<file path="src/rtl/cell_instruction_loader_pkg.sv">
// Shared types for the cell instruction loader: opcodes, pixel/cell types, FSM states.
// is_unary() is consulted only when UNARY_SKIP_EN is defined.
package cell_instruction_loader_pkg;

    localparam int CELL_SIZE       = 3;
    localparam int CHANNEL_WIDTH   = 8;
    localparam int PIXELS_PER_CELL = CELL_SIZE * CELL_SIZE;
    localparam int FILL_IDX_W      = $clog2(PIXELS_PER_CELL);

    localparam int RED_LSB   = 16;
    localparam int GREEN_LSB = 8;
    localparam int BLUE_LSB  = 0;

    typedef enum logic [3:0] {
        ADD   = 4'd0,
        SUB   = 4'd1,
        MULT  = 4'd2,
        ADDI  = 4'd3,
        SUBI  = 4'd4,
        MULTI = 4'd5,
        DIV2  = 4'd6,
        INV   = 4'd7
    } opcodes_t;

    typedef struct packed {
        logic [CHANNEL_WIDTH-1:0] red;
        logic [CHANNEL_WIDTH-1:0] green;
        logic [CHANNEL_WIDTH-1:0] blue;
    } pixel_t;

    // Indexed [row][col].
    typedef pixel_t [CELL_SIZE-1:0][CELL_SIZE-1:0] pixelMatrix_t;

    typedef enum logic [1:0] {
        IDLE   = 2'd0,
        LOAD_A = 2'd1,
        LOAD_B = 2'd2,
        ISSUE  = 2'd3
    } loader_state_t;

    function automatic logic is_unary(input opcodes_t op);
        case (op)
            ADDI, SUBI, MULTI, DIV2, INV: is_unary = 1'b1;
            default:                      is_unary = 1'b0;
        endcase
    endfunction

    function automatic pixel_t unpack_pixel(input logic [3*CHANNEL_WIDTH-1:0] d);
        pixel_t p;
        p.red   = d[RED_LSB   +: CHANNEL_WIDTH];
        p.green = d[GREEN_LSB +: CHANNEL_WIDTH];
        p.blue  = d[BLUE_LSB  +: CHANNEL_WIDTH];
        return p;
    endfunction

endpackage

</file>
<file path="src/rtl/cell_instruction_loader_if.sv">
// Command, pixel and instruction channels of the loader plus FSM debug taps.
// Handshakes: a transfer happens on a rising clk edge where valid && ready; the
// source holds valid and payload stable until then, ready never depends on valid.
interface cell_instruction_loader_if;
    import cell_instruction_loader_pkg::*;

    logic                          cmd_valid;
    logic                          cmd_ready;
    opcodes_t                      cmd_opcode;
    logic [CHANNEL_WIDTH-1:0]      cmd_user;

    logic                          pix_valid;
    logic                          pix_ready;
    logic [3*CHANNEL_WIDTH-1:0]    pix_data;

    logic                          inst_valid;
    logic                          inst_ready;
    pixelMatrix_t                  inst_cellA;
    pixelMatrix_t                  inst_cellB;
    logic [CHANNEL_WIDTH-1:0]      inst_user;
    opcodes_t                      inst_opcode;

    logic                          busy;
    loader_state_t                 dbg_state;
    logic [FILL_IDX_W-1:0]         dbg_fill_idx;

    modport slave (
        input  cmd_valid, cmd_opcode, cmd_user, pix_valid, pix_data, inst_ready,
        output cmd_ready, pix_ready, inst_valid, inst_cellA, inst_cellB,
               inst_user, inst_opcode, busy, dbg_state, dbg_fill_idx
    );

    modport master (
        output cmd_valid, cmd_opcode, cmd_user, pix_valid, pix_data, inst_ready,
        input  cmd_ready, pix_ready, inst_valid, inst_cellA, inst_cellB,
               inst_user, inst_opcode, busy, dbg_state, dbg_fill_idx
    );

endinterface

</file>
<file path="src/rtl/cell_instruction_loader_fill.sv">
// cell_fill_counter: row-major row/col position inside a DIM x DIM cell,
// both wrapping mod DIM so no divider is needed.
module cell_fill_counter #(
    parameter int DIM = 3
) (
    input  logic                   clk,
    input  logic                   reset,
    input  logic                   clear_i,
    input  logic                   inc_i,
    output logic [$clog2(DIM)-1:0] row_o,
    output logic [$clog2(DIM)-1:0] col_o,
    output logic                   last_o
);
    localparam int W = $clog2(DIM);

    logic [W-1:0] row_q, row_d;
    logic [W-1:0] col_q, col_d;

    always_comb begin
        row_d = row_q;
        col_d = col_q;
        if (clear_i) begin
            row_d = '0;
            col_d = '0;
        end else if (inc_i) begin
            if (col_q == W'(DIM - 1)) begin
                col_d = '0;
                row_d = (row_q == W'(DIM - 1)) ? '0 : row_q + 1'b1;
            end else begin
                col_d = col_q + 1'b1;
            end
        end
    end

    always_ff @(posedge clk) begin
        if (reset) begin
            row_q <= '0;
            col_q <= '0;
        end else begin
            row_q <= row_d;
            col_q <= col_d;
        end
    end

    assign row_o  = row_q;
    assign col_o  = col_q;
    assign last_o = (row_q == W'(DIM - 1)) && (col_q == W'(DIM - 1));

endmodule

</file>
<file path="src/rtl/cell_instruction_loader.sv">
// Collects one command and 18 pixels into operand cells A/B and issues them as a bundle.
// UNARY_SKIP_EN: single-operand opcodes issue straight after cell A with cell B zeroed.
module cell_instruction_loader
    import cell_instruction_loader_pkg::*;
#(
    parameter int CELL_DIM  = CELL_SIZE,
    parameter int CHANNEL_W = CHANNEL_WIDTH
) (
    input  logic                      clk,
    input  logic                      reset,
    cell_instruction_loader_if.slave  bus
);
    localparam int RC_W = $clog2(CELL_DIM);

    loader_state_t          state_q, state_d;
    logic                   inst_valid_q, inst_valid_d;
    pixelMatrix_t           cell_a_q, cell_a_d;
    pixelMatrix_t           cell_b_q, cell_b_d;
    logic [CHANNEL_W-1:0]   user_q, user_d;
    opcodes_t               opcode_q, opcode_d;

    logic                   cmd_ready;
    logic                   pix_ready;
    logic                   cnt_clear;
    logic                   cnt_inc;
    logic [RC_W-1:0]        row;
    logic [RC_W-1:0]        col;
    logic                   cell_last;
    pixel_t                 pix;

    assign pix = unpack_pixel(bus.pix_data);

    // Wraps on the 9th pixel of each cell, so it is back at 0 for the next cell.
    cell_fill_counter #(.DIM(CELL_DIM)) u_fill (
        .clk     (clk),
        .reset   (reset),
        .clear_i (cnt_clear),
        .inc_i   (cnt_inc),
        .row_o   (row),
        .col_o   (col),
        .last_o  (cell_last)
    );

    always_comb begin
        state_d   = state_q;
        cell_a_d  = cell_a_q;
        cell_b_d  = cell_b_q;
        user_d    = user_q;
        opcode_d  = opcode_q;
        cmd_ready = 1'b0;
        pix_ready = 1'b0;
        cnt_clear = 1'b0;
        cnt_inc   = 1'b0;

        case (state_q)
            IDLE: begin
                cmd_ready = 1'b1;
                if (bus.cmd_valid) begin
                    opcode_d  = bus.cmd_opcode;
                    user_d    = bus.cmd_user;
                    cnt_clear = 1'b1;
                    state_d   = LOAD_A;
                end
            end
            LOAD_A: begin
                pix_ready = 1'b1;
                if (bus.pix_valid) begin
                    cell_a_d[row][col] = pix;
                    cnt_inc            = 1'b1;
                    if (cell_last) begin
`ifdef UNARY_SKIP_EN
                        state_d = is_unary(opcode_q) ? ISSUE : LOAD_B;
`else
                        state_d = LOAD_B;
`endif
                    end
                end
            end
            LOAD_B: begin
                pix_ready = 1'b1;
                if (bus.pix_valid) begin
                    cell_b_d[row][col] = pix;
                    cnt_inc            = 1'b1;
                    if (cell_last) state_d = ISSUE;
                end
            end
            ISSUE: begin
                if (inst_valid_q && bus.inst_ready) state_d = IDLE;
            end
            default: state_d = IDLE;
        endcase

        inst_valid_d = (state_d == ISSUE);
    end

    always_ff @(posedge clk) begin
        if (reset) begin
            state_q      <= IDLE;
            inst_valid_q <= 1'b0;
            cell_a_q     <= '0;
            cell_b_q     <= '0;
            user_q       <= '0;
            opcode_q     <= ADD;
        end else begin
            state_q      <= state_d;
            inst_valid_q <= inst_valid_d;
            cell_a_q     <= cell_a_d;
            cell_b_q     <= cell_b_d;
            user_q       <= user_d;
            opcode_q     <= opcode_d;
        end
    end

    assign bus.cmd_ready    = cmd_ready;
    assign bus.pix_ready    = pix_ready;
    assign bus.inst_valid   = inst_valid_q;
    assign bus.inst_cellA   = cell_a_q;
`ifdef UNARY_SKIP_EN
    assign bus.inst_cellB   = is_unary(opcode_q) ? '0 : cell_b_q;
`else
    assign bus.inst_cellB   = cell_b_q;
`endif
    assign bus.inst_user    = user_q;
    assign bus.inst_opcode  = opcode_q;
    assign bus.busy         = (state_q != IDLE);
    assign bus.dbg_state    = state_q;
    assign bus.dbg_fill_idx = FILL_IDX_W'(row) * FILL_IDX_W'(CELL_DIM) + FILL_IDX_W'(col);

endmodule

</file>
<file path="src/flat_wrapper.sv">
// flat-port wrapper written by rule: the top's interface ports become plain ports
module cell_instruction_loader_flat import cell_instruction_loader_pkg::*;
#(
    parameter int CELL_DIM  = CELL_SIZE,
    parameter int CHANNEL_W = CHANNEL_WIDTH
)
  (clk, reset, bus_cmd_valid, bus_cmd_opcode, bus_cmd_user, bus_pix_valid, bus_pix_data, bus_inst_ready, bus_cmd_ready, bus_pix_ready, bus_inst_valid, bus_inst_cellA, bus_inst_cellB, bus_inst_user, bus_inst_opcode, bus_busy, bus_dbg_state, bus_dbg_fill_idx);
  cell_instruction_loader_if bus_i ();
  input  logic clk;
  input  logic reset;
  input wire logic [$bits(bus_i.cmd_valid)-1:0] bus_cmd_valid;
  input wire logic [$bits(bus_i.cmd_opcode)-1:0] bus_cmd_opcode;
  input wire logic [$bits(bus_i.cmd_user)-1:0] bus_cmd_user;
  input wire logic [$bits(bus_i.pix_valid)-1:0] bus_pix_valid;
  input wire logic [$bits(bus_i.pix_data)-1:0] bus_pix_data;
  input wire logic [$bits(bus_i.inst_ready)-1:0] bus_inst_ready;
  output wire logic [$bits(bus_i.cmd_ready)-1:0] bus_cmd_ready;
  output wire logic [$bits(bus_i.pix_ready)-1:0] bus_pix_ready;
  output wire logic [$bits(bus_i.inst_valid)-1:0] bus_inst_valid;
  output wire logic [$bits(bus_i.inst_cellA)-1:0] bus_inst_cellA;
  output wire logic [$bits(bus_i.inst_cellB)-1:0] bus_inst_cellB;
  output wire logic [$bits(bus_i.inst_user)-1:0] bus_inst_user;
  output wire logic [$bits(bus_i.inst_opcode)-1:0] bus_inst_opcode;
  output wire logic [$bits(bus_i.busy)-1:0] bus_busy;
  output wire logic [$bits(bus_i.dbg_state)-1:0] bus_dbg_state;
  output wire logic [$bits(bus_i.dbg_fill_idx)-1:0] bus_dbg_fill_idx;
  assign bus_i.cmd_valid = bus_cmd_valid;
  assign bus_i.cmd_opcode = bus_cmd_opcode;
  assign bus_i.cmd_user = bus_cmd_user;
  assign bus_i.pix_valid = bus_pix_valid;
  assign bus_i.pix_data = bus_pix_data;
  assign bus_i.inst_ready = bus_inst_ready;
  assign bus_cmd_ready = bus_i.cmd_ready;
  assign bus_pix_ready = bus_i.pix_ready;
  assign bus_inst_valid = bus_i.inst_valid;
  assign bus_inst_cellA = bus_i.inst_cellA;
  assign bus_inst_cellB = bus_i.inst_cellB;
  assign bus_inst_user = bus_i.inst_user;
  assign bus_inst_opcode = bus_i.inst_opcode;
  assign bus_busy = bus_i.busy;
  assign bus_dbg_state = bus_i.dbg_state;
  assign bus_dbg_fill_idx = bus_i.dbg_fill_idx;
  cell_instruction_loader #(.CELL_DIM(CELL_DIM), .CHANNEL_W(CHANNEL_W)) u_core (.clk(clk), .reset(reset), .bus(bus_i));
endmodule
</file>
<file path="config.mk">
export PLATFORM = sky130hd
export DESIGN_NAME = cell_instruction_loader_flat
export DESIGN_NICKNAME = d
export VERILOG_FILES = /design/src/rtl/cell_instruction_loader_pkg.sv /design/src/rtl/cell_instruction_loader_if.sv /design/src/rtl/cell_instruction_loader_fill.sv /design/src/rtl/cell_instruction_loader.sv /design/src/flat_wrapper.sv
export SDC_FILE = /design/constraint.sdc
export NUM_CORES = 1
export LEC_CHECK = 0
export ABC_AREA = 1
export CAP_MARGIN = 20
export CELL_PAD_IN_SITES_DETAIL_PLACEMENT = 2
export CELL_PAD_IN_SITES_GLOBAL_PLACEMENT = 2
export CORE_MARGIN = 2
export CORE_UTILIZATION = 24
export DETAILED_ROUTE_END_ITERATION = 8
export HOLD_SLACK_MARGIN = 0.08
export PLACE_DENSITY_LB_ADDON = 0.1
export SLEW_MARGIN = 20
export SYNTH_ARGS = -nofsm -noshare
export SYNTH_HDL_FRONTEND = slang
export SYNTH_SLANG_ARGS = --single-unit
</file>
<file path="constraint.sdc">
create_clock -name clk -period 2.15 [get_ports clk]
set_clock_uncertainty 0.1 [all_clocks]
set_input_delay 0.43 -clock clk [delete_from_list [all_inputs] [get_ports clk]]
set_output_delay 0.43 -clock clk [all_outputs]
set_load 0.02 [all_outputs]
</file>
==> metrics.md, run 1 <==
| Metric | Value |
|---|---|
| Peak VDD IR | 0.0005497 V |
| Slew Viols, Final | 0 |
| Synthesis-to-layout area growth | 50.55% |
| Critical path peak fanout | 2 |
| Fillers | 7525 |
| Setup violations, final | 3 |
| # nets final | 2589 |
| Unrepaired setup endpoints after global routing | yes |
| Sequential share of power | 44.0% |
| Post-synthesis cell area | 16400 um^2 |
| Number of global-route vias before repair | 16673 |
| Worst setup margin | -757.7 ps |
| # rows | 95 |
| Clock tree buffer depth | 3 |
| Share of the clock period used by the worst path | 135.2% |
| Worst hold path type | input port to register |
| Status | finished, violations left |
| First-pass iteration count of the detailed router | 4 |
| Chip Height | 265.4 um |
| Tightest Pin Transition | 744.0 ps |
| Placement Cell Area | 22940 um^2 |
| Worst Path Arrival | 2380 ps |
| Final critical-path required period | 2908 ps |
| Area leader, netlist | dfxtp_1 |
| Top FF cell, synth | dfxtp_1 |
| Post-synth top area share | 55.04% |
| Logic gate share of total power | 10.1% |
| Rel. slew slack | 50.40% |
| Drt drc | 0 |
| Int Power | 14610 uW |
| Synth area leaders | dfxtp_1 55%, nor2_1 14%, o21ai_0 13% |
| Setup crit start kind | register |
| Initial DRC count | 698 |
| Post-synthesis cell count | 2055 |
| Register bit total from synthesis | 451 |
| Layout cells sized above 1 | 9.779% |
| CP endpoint kind | output pin |
| Sequential-to-total area share from yosys stat | 55.04% |
| Core box area | 67400 um^2 |
| Initial Utilization | 24.34% |
| Htree depth | 2 |
| DR WL/cell | 22.71 um |
| Root buffer cell | clkbuf_16 |
| First-pass GRT wire length | 113.9 mm |
| Total Routing Usage GR | 21.78% |
| Die width | 265.4 um |
| EDFF count, synth | 0 |
| Synthesis Warnings | 0 |
| Initial antenna violation count | 4 |
| Failing checks | negative setup slack |
| Clock Latency Late Sink | 600 ps |
| Critical Path RT | 1620 ps |
| Total power | 19670 uW |
| Hold-fix buffers, CTS | 0 |
| Design area | 24700 um^2 |
| Worst-path clk slew | 60 ps |
| Syn Nets | 2109 |
| RD Place Congestion | 0.7849 |
| Vias/cell | 4.570 |
| P_leak | 0.01136 uW |
| MaxCap Viol Count | 0 |
| Die Area | 70460 um^2 |
| DP HPWL | 54.72 mm |
| Most common cell after layout, fill and taps aside | nor2_1 |
| Power density over cell area | 796.4 nW/um^2 |
| DR vias | 15772 |
| Library cells used by synthesis | 24 |
| GRT overflow | 0 |
| Sw Share | 25.72% |
| Psw | 5058 uW |
| Highest clock rate | 343.9 MHz |
| Inserted Clock Buffers | 53 |
| Clk sinks | 451 |
| Hold Fails Final Rpt | 0 |
| Leading cell types in the layout, fill and taps excluded | 606 x nor2_1, 448 x dfxtp_1, 421 x o21ai_0 |
| CTS tree | yes |
| # IOs | 495 |
| Critical path class | register to output pin |
| Post-synth ARST share | 0% |
| Port-buffer cells | 494 |
| DRT Wirelength | 78.39 mm |
| Clock network power share | 45.9% |
| Antenna Nets Post-Route | 0 |
| Largest net degree at the start of global routing | 103 |
| Syn Area/Cell | 7.983 um^2 |
worst max-delay path, cell delays in order (launching register included):
cell,delay (ps)
dfxtp_2,340
inv_2,50
fa_1,550
inv_2,50
ha_4,150
fa_2,530
buf_6,130
path summary, 6_finish.rpt:
| check | from | to | slack [ps] | cells after the start |
|---|---|---|---|---|
| hold reg to reg | u_core.bus.inst_cellB[16]$_SDFFE_PP0P_ | u_core.bus.inst_cellB[16]$_SDFFE_PP0P_ | 340 | 2 |
| hold / removal | bus_pix_data[18] | u_core.bus.inst_cellB[42]$_SDFFE_PP0P_ | 230 | 3 |
| setup / recovery | u_core.u_fill.row_o[1]$_SDFFE_PP0P_ | bus_dbg_fill_idx[2] | -760 | 6 |
| setup reg to reg | u_core.u_fill.row_o[1]$_SDFFE_PP0P_ | u_core.bus.inst_cellB[119]$_SDFFE_PP0P_ | 110 | 10 |
registers in the layout, summed over array words and instances, names as in the netlist:
signal and count:
u_core.bus.inst_user 8, u_core.bus.dbg_state 2, u_core.u_fill.row_o 2, u_core.bus.inst_cellB 216, u_core.bus.inst_cellA 216, u_core.bus.inst_opcode 4
u_core.bus.inst_valid 1, u_core.u_fill.col_o 2
stage by stage:
step / std cells / setup WS, ps / hold slack, ps / setup TNS, ps / util [%]
after floorplan: 2055 / -143.7 / 399.1 / -143.7 / -
after global placement: 3349 / -492.3 / 330.5 / -3417 / 34.04
after detailed placement: 3349 / -472.9 / 338.1 / -11840 / 34.04
after CTS: 3448 / -776.5 / 217.6 / -1886 / 36.28
after global routing: 3450 / -840.9 / 227.3 / -1957 / 36.64
final: 3451 / -757.7 / 232.7 / -1661 / 36.64
cell usage after synthesis, types with 4 or more instances:
library cell,count
o21ai_0,421
buf_2,17
nand2_1,7
clkbuf_1,87
ha_1,11
buf_1,21
clkbuf_2,20
dfxtp_1,451
a21oi_1,150
o21ai_1,27
nand3_2,14
nor2_1,606
nor3_4,4
inv_1,157
buf_4,4
clkinv_2,8
inv_2,8
buf_6,28
metal layers:
metal | GRT usage (%) | share of wire, % | up-vias
met3 | 6.647 | 7.2 | 85
met2 | 38.62 | 50 | 358
met5 | 0 | 0 | -
met1 | 25.68 | 41 | 7817
li1 | - | - | 7512
met4 | 4.886 | 2.0 | 0
cell type report:
class / instances / area, um^2 / share of cell area (%)
tap: 873 / 1092 / 4.423
antenna: 1 / 2.502 / 0.01013
clock buffer: 85 / 1609 / 6.515
inverter: 173 / 676.9 / 2.741
timing repair buffer: 602 / 6341 / 25.68
clock inverter: 12 / 113.9 / 0.4610
multi-input combinational: 1254 / 5826 / 23.59
sequential: 451 / 9035 / 36.58
what timing repair did:
item,in CTS,in global routing
gates cloned,0,0
setup endpoints to repair,200,156
setup buffers,2,2
pin swaps,2,3
gates resized for setup,222,86
logic make-up (layout without fill, tap and decap cells):
group | Yosys count | in the layout | share of synthesized area (%)
other | 0 | 1 | 0
adders and majority gates | 13 | 13 | 1.083
AOI/OAI and AO/OA | 600 | 600 | 18.34
and+or+nand+nor | 641 | 641 | 15.82
DFF | 451 | 451 | 55.04
buffers and inverters | 350 | 872 | 9.725
power by group through the flow:
stage | Clock [uW] | Combinational (uW) | Sequential [uW]
2_1_floorplan | 0 | 756 | 9040
3_3_place_gp | 0 | 2020 | 8830
3_5_place_dp | 0 | 2070 | 8840
4_1_cts | 9300 | 2030 | 8650
5_1_grt | 9670 | 2170 | 8670
6_report | 9020 | 2000 | 8650
No activity file was read; power rests on OpenSTA's default activity.
==> inputs of run 2 (changes only) <==
SLEW_MARGIN = default   (was 20)
==> results of run 2 <==
The final DEF is identical to that of run 1; final timing and power are the same.
==> inputs of run 3 (changes only) <==
clock period = 2.42 ns   (was 2.15 ns; I/O delays follow)
==> run 3 against run 2 <==
Compared with the run above: the flow still finishes with violations (negative setup slack); largest cell class unchanged; register-to-register slack improved by 110 ps; via count is 1.0% lower; non-clock buffer count down 28; flip-flop and latch count unchanged; routed wire length decreased by 0.92%; highest routed layer unchanged; die area stayed put.
==> metrics.md, run 3 (synthesis results as in run 1) <==
| Metric | Value |
|---|---|
| Status | finished, violations left (unchanged) |
| Failing checks | negative setup slack (unchanged) |
| Final std cells w/o fill | 3421 (was 3451) |
| DRT Wirelength | 77.67 mm (was 78.39 mm) |
| Hold-fix buffers, CTS | 0 (unchanged) |
| Inserted Clock Buffers | 53 (unchanged) |
| RR Endpoint | u_core.bus.inst_cellB[52]$_SDFFE_PP0P_ (was u_core.bus.inst_cellB[119]$_SDFFE_PP0P_) |
| Worst Path Arrival | 2350 ps (was 2380 ps) |
| Synthesis-to-layout area growth | 46.63% (was 50.55%) |
| Worst setup margin | -517.8 ps (was -757.7 ps) |
| DP HPWL | 53.66 mm (was 54.72 mm) |
| Worst reg2reg setup slack | 220 ps (was 110 ps) |
| First-pass iteration count of the detailed router | 4 (unchanged) |
| Root buffer cell | clkbuf_16 (unchanged) |
| Critical Path RT | 1840 ps (was 1620 ps) |
| Critical path class | register to output pin (unchanged) |
| Leading cell types in the layout, fill and taps excluded | 606 x nor2_1, 481 x clkdlybuf4s50_1, 446 x dfxtp_1 (was 606 x nor2_1, 448 x dfxtp_1, 421 x o21ai_0) |
| Layout cells sized above 1 | 8.612% (was 9.779%) |
| RD Place Congestion | 0.7683 (was 0.7849) |
| CP endpoint kind | output pin (unchanged) |
| Worst hold path type | register to register (was input port to register) |
| DR vias | 15607 (was 15772) |
| Worst-path clk slew | 60 ps (about the same) |
| Core box area | 67400 um^2 (unchanged) |
| DR WL/cell | 22.70 um (was 22.71 um) |
| R2R depth | 9 (was 10) |
| P_leak | 0.008798 uW (was 0.01136 uW) |
| Tightest Pin Transition | 715.5 ps (was 744.0 ps) |
| Total Routing Usage GR | 21.67% (was 21.78%) |
| Setup violations, final | 3 (unchanged) |
| GRT overflow | 0 (unchanged) |
| Htree depth | 2 (unchanged) |
| Placement Cell Area | 22370 um^2 (was 22940 um^2) |
| CTS tree | yes (unchanged) |
| Peak VDD IR | 0.0004606 V (was 0.0005497 V) |
| Most common cell after layout, fill and taps aside | nor2_1 (unchanged) |
| Die width | 265.4 um (unchanged) |
| Grt met3 use | 6.749% (was 6.647%) |
| GRT busiest layer | met2 (unchanged) |
| Design area | 24050 um^2 (was 24700 um^2) |
| Initial DRC count | 728 (was 698) |
| First-pass GRT wire length | 113.7 mm (was 113.9 mm) |
| Antenna Nets Post-Route | 0 (unchanged) |
| Clk sinks | 451 (unchanged) |
| Initial Utilization | 24.34% (unchanged) |
| Slew Viols, Final | 0 (unchanged) |
| Die Area | 70460 um^2 (unchanged) |
| Highest clock rate | 340.4 MHz |
| Initial antenna violation count | 2 (was 4) |
| Met2 GRT Util | 38.34% (was 38.62%) |
| Vias/cell | 4.562 (was 4.570) |
| Placed cells | 3324 (was 3349) |
| Chip Height | 265.4 um (unchanged) |
| Hold Fails Final Rpt | 0 (unchanged) |
| R2r startpoint | u_core.u_fill.row_o[1]$_SDFFE_PP0P_ (unchanged) |
| Number of global-route vias before repair | 16726 (was 16673) |
| Largest net degree at the start of global routing | 75 (was 103) |
| Setup crit end | bus_dbg_fill_idx[2] (unchanged) |
| Crit path from | u_core.u_fill.row_o[1]$_SDFFE_PP0P_ (unchanged) |
| Critical path peak fanout | 2 (unchanged) |
| # rows | 95 (unchanged) |
| Clock Latency Late Sink | 590 ps (was 600 ps) |
| Share of the clock period used by the worst path | 121.4% |
| M1 GR Usage | 25.70% (was 25.68%) |
| # nets final | 2561 (was 2589) |
| MaxCap Viol Count | 0 (unchanged) |
| # IOs | 495 (unchanged) |
| Rel. slew slack | 52.30% (was 50.40%) |
| Unrepaired setup endpoints after global routing | yes (unchanged) |
| Clock tree buffer depth | 3 (unchanged) |
| Drt drc | 0 (unchanged) |
| Setup crit start kind | register (unchanged) |
| Port-buffer cells | 494 (unchanged) |
| WHS | 342.5 ps (was 232.7 ps) |
| Final critical-path required period | 2938 ps |
| Power density over cell area | 711.3 nW/um^2 (was 796.4 nW/um^2) |
[run 3: timing repair]
item                                    4_1_cts  5_1_grt
endpoints found under the setup margin        7        4
setup buffers                                 1        0
gates cloned                                  0        0
resized for setup                            25        5
pin swaps                                     3        0
[run 3: area by class of cell]
type / count / area [um^2]
timing repair buffer: 574 / 5801
inverter: 173 / 666.9
antenna: 5 / 12.51
fill: 7564 / 43340
tap: 873 / 1092
clock inverter: 10 / 53.80
sequential: 451 / 9037
clock buffer: 81 / 1594
multi-input combinational: 1254 / 5796
[run 3: worst max-delay path, stage by stage, from the launching register on]
cell and delay, ps:
dfxtp_2 330, inv_2 40, fa_1 540, inv_2 50, ha_4 150, fa_2 530
buf_6 120
[run 3: routing by layer]
metal / vias to the layer above / part of all wire (%)
met5: - / 0
met4: 0 / 1.6
met3: 80 / 7.0
met2: 333 / 50
met1: 7757 / 41
li1: 7437 / -
[run 3: worst min-delay path by stage]
stage	cells past startpoint	to	from
6_report	2	u_core.bus.inst_cellB[160]$_SDFFE_PP0P_	u_core.bus.inst_cellB[160]$_SDFFE_PP0P_
5_1_grt	2	u_core.bus.inst_cellA[88]$_SDFFE_PP0P_	u_core.bus.inst_cellA[88]$_SDFFE_PP0P_
4_1_cts	2	u_core.bus.inst_cellA[88]$_SDFFE_PP0P_	u_core.bus.inst_cellA[88]$_SDFFE_PP0P_
3_5_place_dp	2	u_core.bus.inst_cellA[88]$_SDFFE_PP0P_	u_core.bus.inst_cellA[88]$_SDFFE_PP0P_
3_3_place_gp	2	u_core.bus.inst_cellB[161]$_SDFFE_PP0P_	u_core.bus.inst_cellB[161]$_SDFFE_PP0P_
2_1_floorplan	2	u_core.bus.inst_cellA[0]$_SDFFE_PP0P_	u_core.bus.inst_cellA[0]$_SDFFE_PP0P_
[run 3: report_power, final]
part / internal, uW / total (uW) / leakage, uW / switching [uW]
sequential: 7590 / 7690 / 0.00364 / 101
combinational: 605 / 1690 / 0.00434 / 1090
clock: 4490 / 7720 / 0.000820 / 3230
[run 3: metrics by stage]
stage                     worst slack, ps  utilization [%]  power [uW]  setup TNS (ps)
after CTS                          -582.8            35.67       17420           -1131
after floorplan                     24.39                -        8702               0
final                              -517.8            35.69       17110          -935.1
after global routing               -608.3            35.67       17880           -1187
after global placement             -238.5            33.19        9537          -274.5
after detailed placement           -238.2            33.19        9588          -320.2
